**src/rtl/vga_timing_gen.sv**
```systemverilog
// vga_timing_gen: VGA raster timing generator with a fixed-latency
// pixel return path and registered sync/DE/colour outputs.
//
// Ports:
//   clk, rst_n            pixel clock, async active-low reset
//   draw_r/g/b            colour for the coordinate issued DRAW_LAT
//                         clocks earlier
//   test_en               colour-bar select (VGA_TIMING_TEST_PATTERN_EN)
//   curr_x, curr_y        requested pixel, zero outside visible area
//   req_valid             curr_x/curr_y are in the visible area
//   pix_r/g/b, de         registered colour and data enable
//   hsync, vsync          syncs aligned with pix_*
//   line_start            pulse on first visible pixel of a line
//   frame_start           pulse on pixel (0,0)
//   frame_cnt             frame counter, steps with frame_start
//
// Optional feature macro: VGA_TIMING_TEST_PATTERN_EN adds test_en and
// an 8-bar colour pattern (H_ACTIVE must be a multiple of 8).
module vga_timing_gen #(
    parameter int H_ACTIVE   = 1280,
    parameter int H_FP       = 64,
    parameter int H_SYNC     = 136,
    parameter int H_BP       = 200,
    parameter int V_ACTIVE   = 800,
    parameter int V_FP       = 105,
    parameter int V_SYNC     = 3,
    parameter int V_BP       = 24,
    parameter int H_SYNC_POL = 0,
    parameter int V_SYNC_POL = 1,
    parameter int DRAW_LAT   = 2,
    parameter int COLOR_W    = 4,
    localparam int H_TOTAL = H_SYNC + H_BP + H_ACTIVE + H_FP,
    localparam int V_TOTAL = V_SYNC + V_BP + V_ACTIVE + V_FP,
    localparam int X_W     = $clog2(H_TOTAL),
    localparam int Y_W     = $clog2(V_TOTAL)
) (
    input  logic               clk,
    input  logic               rst_n,
    input  logic [COLOR_W-1:0] draw_r,
    input  logic [COLOR_W-1:0] draw_g,
    input  logic [COLOR_W-1:0] draw_b,
`ifdef VGA_TIMING_TEST_PATTERN_EN
    input  logic               test_en,
`endif
    output logic [X_W-1:0]     curr_x,
    output logic [Y_W-1:0]     curr_y,
    output logic               req_valid,
    output logic [COLOR_W-1:0] pix_r,
    output logic [COLOR_W-1:0] pix_g,
    output logic [COLOR_W-1:0] pix_b,
    output logic               de,
    output logic               hsync,
    output logic               vsync,
    output logic               line_start,
    output logic               frame_start,
    output logic [7:0]         frame_cnt
);

    localparam int H_ACT_S = H_SYNC + H_BP;
    localparam int H_ACT_E = H_ACT_S + H_ACTIVE;
    localparam int V_ACT_S = V_SYNC + V_BP;
    localparam int V_ACT_E = V_ACT_S + V_ACTIVE;

    localparam logic HS_ON = 1'(H_SYNC_POL);
    localparam logic VS_ON = 1'(V_SYNC_POL);

`ifdef VGA_TIMING_TEST_PATTERN_EN
    localparam int BAR_W = H_ACTIVE / 8;
`endif

    // Syncs travel as active-high "asserted" flags so that every
    // delay-line stage resets to all zeros; polarity is applied only
    // at the output register.
    typedef struct packed {
`ifdef VGA_TIMING_TEST_PATTERN_EN
        logic [X_W-1:0] x;
`endif
        logic fs;
        logic ls;
        logic vs;
        logic hs;
        logic vld;
    } tap_t;

    // ------------------------------------------------------------
    // Raster counters
    // ------------------------------------------------------------
    logic [X_W-1:0] hcnt_q, hcnt_d;
    logic [Y_W-1:0] vcnt_q, vcnt_d;

    always_comb begin
        hcnt_d = hcnt_q + 1'b1;
        vcnt_d = vcnt_q;
        if (hcnt_q == X_W'(H_TOTAL - 1)) begin
            hcnt_d = '0;
            if (vcnt_q == Y_W'(V_TOTAL - 1)) begin
                vcnt_d = '0;
            end else begin
                vcnt_d = vcnt_q + 1'b1;
            end
        end
    end

    always_ff @(posedge clk or negedge rst_n) begin
        if (!rst_n) begin
            hcnt_q <= '0;
            vcnt_q <= '0;
        end else begin
            hcnt_q <= hcnt_d;
            vcnt_q <= vcnt_d;
        end
    end

    // ------------------------------------------------------------
    // Segment decode
    // ------------------------------------------------------------
    logic h_act;
    logic v_act;
    logic h_sync_act;
    logic v_sync_act;

    assign h_act = (32'(hcnt_q) >= H_ACT_S)
                && (32'(hcnt_q) <  H_ACT_E);
    assign v_act = (32'(vcnt_q) >= V_ACT_S)
                && (32'(vcnt_q) <  V_ACT_E);
    assign h_sync_act = 32'(hcnt_q) < H_SYNC;
    assign v_sync_act = 32'(vcnt_q) < V_SYNC;

    // ------------------------------------------------------------
    // Request stage
    // ------------------------------------------------------------
    tap_t           req_q, req_d;
    logic [X_W-1:0] curr_x_q, curr_x_d;
    logic [Y_W-1:0] curr_y_q, curr_y_d;

    always_comb begin
        req_d    = '0;
        curr_x_d = '0;
        curr_y_d = '0;
        req_d.vld = h_act && v_act;
        req_d.hs  = h_sync_act;
        req_d.vs  = v_sync_act;
        req_d.ls  = req_d.vld && (32'(hcnt_q) == H_ACT_S);
        req_d.fs  = req_d.ls && (32'(vcnt_q) == V_ACT_S);
        if (req_d.vld) begin
            curr_x_d = hcnt_q - X_W'(H_ACT_S);
            curr_y_d = vcnt_q - Y_W'(V_ACT_S);
        end
`ifdef VGA_TIMING_TEST_PATTERN_EN
        req_d.x = curr_x_d;
`endif
    end

    always_ff @(posedge clk or negedge rst_n) begin
        if (!rst_n) begin
            req_q    <= '0;
            curr_x_q <= '0;
            curr_y_q <= '0;
        end else begin
            req_q    <= req_d;
            curr_x_q <= curr_x_d;
            curr_y_q <= curr_y_d;
        end
    end

    assign curr_x    = curr_x_q;
    assign curr_y    = curr_y_q;
    assign req_valid = req_q.vld;

    // ------------------------------------------------------------
    // Delay line matching the renderer latency
    // ------------------------------------------------------------
    tap_t dly;

    generate
        if (DRAW_LAT == 0) begin : g_nodly
            // Draw data is combinational on the request outputs.
            assign dly = req_q;
        end else begin : g_dly
            tap_t sr_q [DRAW_LAT];
            tap_t sr_d [DRAW_LAT];

            always_comb begin
                sr_d[0] = req_q;
                for (int i = 1; i < DRAW_LAT; i++) begin
                    sr_d[i] = sr_q[i-1];
                end
            end

            always_ff @(posedge clk or negedge rst_n) begin
                if (!rst_n) begin
                    for (int i = 0; i < DRAW_LAT; i++) begin
                        sr_q[i] <= '0;
                    end
                end else begin
                    sr_q <= sr_d;
                end
            end

            assign dly = sr_q[DRAW_LAT-1];
        end
    endgenerate

    // ------------------------------------------------------------
    // Output stage
    // ------------------------------------------------------------
`ifdef VGA_TIMING_TEST_PATTERN_EN
    logic [2:0] bar;
    assign bar = 3'(dly.x / X_W'(BAR_W));
`endif

    logic [COLOR_W-1:0] pix_r_q, pix_r_d;
    logic [COLOR_W-1:0] pix_g_q, pix_g_d;
    logic [COLOR_W-1:0] pix_b_q, pix_b_d;
    logic               de_q, de_d;
    logic               hsync_q, hsync_d;
    logic               vsync_q, vsync_d;
    logic               line_start_q, line_start_d;
    logic               frame_start_q, frame_start_d;
    logic [7:0]         frame_cnt_q, frame_cnt_d;

    always_comb begin
        pix_r_d = '0;
        pix_g_d = '0;
        pix_b_d = '0;
        if (dly.vld) begin
            pix_r_d = draw_r;
            pix_g_d = draw_g;
            pix_b_d = draw_b;
`ifdef VGA_TIMING_TEST_PATTERN_EN
            if (test_en) begin
                pix_r_d = {COLOR_W{bar[0]}};
                pix_g_d = {COLOR_W{bar[1]}};
                pix_b_d = {COLOR_W{bar[2]}};
            end
`endif
        end
        de_d          = dly.vld;
        hsync_d       = dly.hs ? HS_ON : ~HS_ON;
        vsync_d       = dly.vs ? VS_ON : ~VS_ON;
        line_start_d  = dly.ls;
        frame_start_d = dly.fs;
        frame_cnt_d   = frame_cnt_q;
        if (dly.fs) begin
            frame_cnt_d = frame_cnt_q + 8'd1;
        end
    end

    always_ff @(posedge clk or negedge rst_n) begin
        if (!rst_n) begin
            pix_r_q       <= '0;
            pix_g_q       <= '0;
            pix_b_q       <= '0;
            de_q          <= 1'b0;
            hsync_q       <= ~HS_ON;
            vsync_q       <= ~VS_ON;
            line_start_q  <= 1'b0;
            frame_start_q <= 1'b0;
            frame_cnt_q   <= '0;
        end else begin
            pix_r_q       <= pix_r_d;
            pix_g_q       <= pix_g_d;
            pix_b_q       <= pix_b_d;
            de_q          <= de_d;
            hsync_q       <= hsync_d;
            vsync_q       <= vsync_d;
            line_start_q  <= line_start_d;
            frame_start_q <= frame_start_d;
            frame_cnt_q   <= frame_cnt_d;
        end
    end

    assign pix_r       = pix_r_q;
    assign pix_g       = pix_g_q;
    assign pix_b       = pix_b_q;
    assign de          = de_q;
    assign hsync       = hsync_q;
    assign vsync       = vsync_q;
    assign line_start  = line_start_q;
    assign frame_start = frame_start_q;
    assign frame_cnt   = frame_cnt_q;

endmodule

```
**config.mk**
```make
export PLATFORM = sky130hd
export DESIGN_NAME = vga_timing_gen
export DESIGN_NICKNAME = d
export VERILOG_FILES = /design/src/rtl/vga_timing_gen.sv
export SDC_FILE = /design/constraint.sdc
export NUM_CORES = 1
export LEC_CHECK = 0
export BUFFER_PORTS_ARGS = -buffer_cell sky130_fd_sc_hd__buf_2
export CORE_UTILIZATION = 30
export CTS_BUF_LIST = sky130_fd_sc_hd__clkbuf_8
export DETAILED_ROUTE_END_ITERATION = 8
export HOLD_SLACK_MARGIN = 0.08
export PLACE_DENSITY = 0.5
export REMOVE_ABC_BUFFERS = 1
export SYNTH_ARGS = -nofsm -noshare
export SYNTH_HDL_FRONTEND = slang
export SYNTH_SLANG_ARGS = --single-unit
```
**constraint.sdc**
```tcl
create_clock -name clk -period 2.18 [get_ports clk]
set_input_delay 0.327 -clock clk [delete_from_list [all_inputs] [get_ports clk]]
set_output_delay 0.327 -clock clk [all_outputs]
set_load 0.05 [all_outputs]
```
==> results.yml <==
worst_setup_path:
  crit_fanout: 9
  cpMaxStageDelayCell: "or4_1"
  slowest_delay_ps: 540
  worst-path-stages: 6
  crit_start: "hcnt_q[4]$_DFF_PN0_"
  r2r-end: "vcnt_q[7]$_DFFE_PN0N_"
  worst-path-buf-inv: 1
  ff2ff_path_depth: 6
  reg2reg_from: "hcnt_q[4]$_DFF_PN0_"
  crit_family: "simple AND/OR/NAND/NOR gates"
  crit_path_end_kind: "flop"
  critPathRequiredTime_ps: 2450
  path_class: "reg2reg"
  ff2ff_setup_slack_ps: 190
  path_cells: "inv_1, ha_1, and4bb_2, nand4_4, or4_1, a21oi_1"
  critPathLaunchType: "flop"
  arrival_ps: 2260
place:
  post_dp_cell_area_sq_um: 3950
  dp_cells: 488
  place_congestion: 0.805
  dp_hpwl_um: 4790
  numPortBuffers: 60
  pre_cts_slack_ps: 190
logic_synthesis:
  synth-seq-cells: 82
  synth-edff-count: 0
  yosysUniqueCellTypes: 49
  ys_async_sr_fraction_pct: 100
  ys_warn_count: 0
  syn_area_per_cell_sq_um: 11.9
  postSynthCellCount: 288
  seq_area_frac_synth_pct: 59.9
  netlist_area_sq_um: 3430
  synth_ff_type: "dfrtp_1"
floorplanning:
  die_area_sq_um: 11900
  die_y_um: 109
  die_x_um: 109
  io_pins: 61
  coreArea_sq_um: 11000
  rows: 38
  start_util_pct: 31.2
timing:
  max_clock_freq_mhz: 504
  layout_min_cycle_time_ps: 1990
  slew_headroom_pct: 58.4
  fin_ws_ps: 195
  hold_violations: 0
  period_share_pct: 91.1
  slew_viol_final: 0
  fin_skew_ps: 7.30
  grt_setup_unrepaired: "no"
  fin_setup_tns_ps: 0
  setup-violations-final: 0
  worst_pin_slew_ps: 624
route:
  wire_per_inst_um: 13.6
  route.detailed.drc: 0
  dr.pass1.iters: 4
  vias_per_cell: 4.57
  ant_nets: 0
  via_count: 2309
  routed_wl_um: 6880
  drt_iter0_markers: 213
flow_run:
  cap_violations: 0
clock_network:
  clk_pin_slew_worst_paths_ps: 80
  tritoncts: "built"
  cts_root_buf: "clkbuf_8"
  cts_buffer_depth: 2
  cts.sinks: 82
  clock_latency_ps: 350
  numCtsBuffers: 9
  htree_levels: 3
  postCtsSetupBuffers: 0
  ctsResizeCount: 0
power:
  irDropWorstVdd_uv: 376
  power_w: 0.00264
  power_leakage_nw: 2.15
  pwr_density_cell_nw_per_um2: 636
final_layout:
  drive_gt1_share_pct: 29.3
  design_area_sq_um: 4150
  diodes: 0
  num-nets-final: 381
  area_delta_synth_final_pct: 21.1
  final_cells: 505
min_path:
  holdPathEnd: "pix_r[0]$_DFF_PN0_"
  min_path_type: "in2reg"
  hold_depth: 2
  min_from: "draw_r[0]"
global_routing:
  grt_max_degree: 50
  grt_pass1_wl_um: 11700
  grt_usage_pct: 12.8
  grt.overflow.total: 0
  grt_pass1_vias: 2336
  antenna_found_initial: 0
status:
  outcome: "finished, final reports clean"
logic make-up after synthesis:
logic type,synth area share (%)
buffers and inverters,4.67
DFF,59.9
AOI/OAI and AO/OA,6.42
adders and majority gates,2.55
muxes,0.620
xor gates and xnor gates,6.90
and+or+nand+nor,19.0
Yosys cell counts (all sizes together), types with 3 or more instances:
cell	n	area, sq um
nand3	8	40.0
nor2	18	67.6
nor4	3	18.8
and4	4	35.0
and3	7	45.1
xnor2	11	96.3
dfrtp	81	2030
o21ai	8	40.0
or4	5	42.5
or2	3	21.3
inv	7	26.3
o31ai	3	22.5
xor2	16	140
clkbuf	7	27.5
and2	14	87.6
nor3b	5	37.5
ha	7	87.6
nor3	19	95.1
nand4	7	58.8
buf	12	106
nand2	14	52.6
a21oi	6	30.0
where the power goes:
group          total (W)  internal (W)  switching, W
clock            0.00108      0.000527      0.000550
sequential       0.00152       0.00152             0
combinational  0.0000448     0.0000133     0.0000316
state kept, by name (all words and copies together) (netlist names), 2 cells and up:
name        flops
dly             2
curr_y         10
hcnt_q         11
frame_cnt       8
vcnt_q         10
g_dly.sr_d      9
pix_g           4
curr_x         11
pix_r           4
pix_b           4
worst max path at each step:
stage | slack, ps | endpoint
floorplan | -700 | curr_x[6]$_DFF_PN0_
global placement | 290 | vcnt_q[9]$_DFFE_PN0N_
detailed placement | 190 | vcnt_q[7]$_DFFE_PN0N_
CTS | 180 | vcnt_q[7]$_DFFE_PN0N_
global route | 100 | vcnt_q[9]$_DFFE_PN0N_
finish | 190 | vcnt_q[7]$_DFFE_PN0N_
worst register-to-register path, stage by stage, from the launching register on:
cell and delay, ps:
dfrtp_1 480, inv_1 140, ha_1 150, and4bb_2 290, nand4_4 150, or4_1 540, a21oi_1 170
cell type report:
| cell class | instances | area (sq um) |
|---|---|---|
| Clock buffer | 9 | 124 |
| Timing Repair Buffer | 80 | 480 |
| Tap cell | 140 | 175 |
| Sequential cell | 82 | 2050 |
| Clock inverter | 7 | 71.3 |
| Multi-Input combinational cell | 180 | 1220 |
| Fill cell | 1093 | 6830 |
| Inverter | 7 | 26.3 |
placed cells by master (no fill, tap or decap), types with 6 or more instances in the layout:
cell	Yosys	routed
and2_1	14	14
a21oi_1	6	6
xor2_1	16	16
inv_1	7	8
nand2_1	14	14
and3_1	6	6
buf_2	4	59
buf_4	1	18
o21ai_0	8	8
nor3_1	19	19
ha_1	7	7
xnor2_1	11	11
dfrtp_1	81	81
nor2_1	18	18
clkbuf_8	0	9
nand4_1	6	6
nand3_1	8	8
through the flow:
step | util [%] | hold slack [ps]
final | 37.8 | 189
after global routing | 37.8 | 171
after CTS | 37.8 | 172
after detailed placement | 35.9 | 335
after global placement | 35.9 | 332
after floorplan | - | 31.4
layer usage:
metal  GRT usage [%]  routed length, um  part of all wire (%)  up-vias
met2            19.2               2950                    43       73
met3            3.05                453                   6.6        9
li1                -                  -                     -     1134
met5               0                  0                     0        -
met1            17.9               3380                    49     1093
met4            4.34                 91                   1.3        0
timing repair:
action / in CTS / in global routing
hold buffers: 1 / 0
endpoints found under the hold margin: 47 / 0
endpoints found under the setup margin: 0 / 0
(Power assumes the default switching activity.)
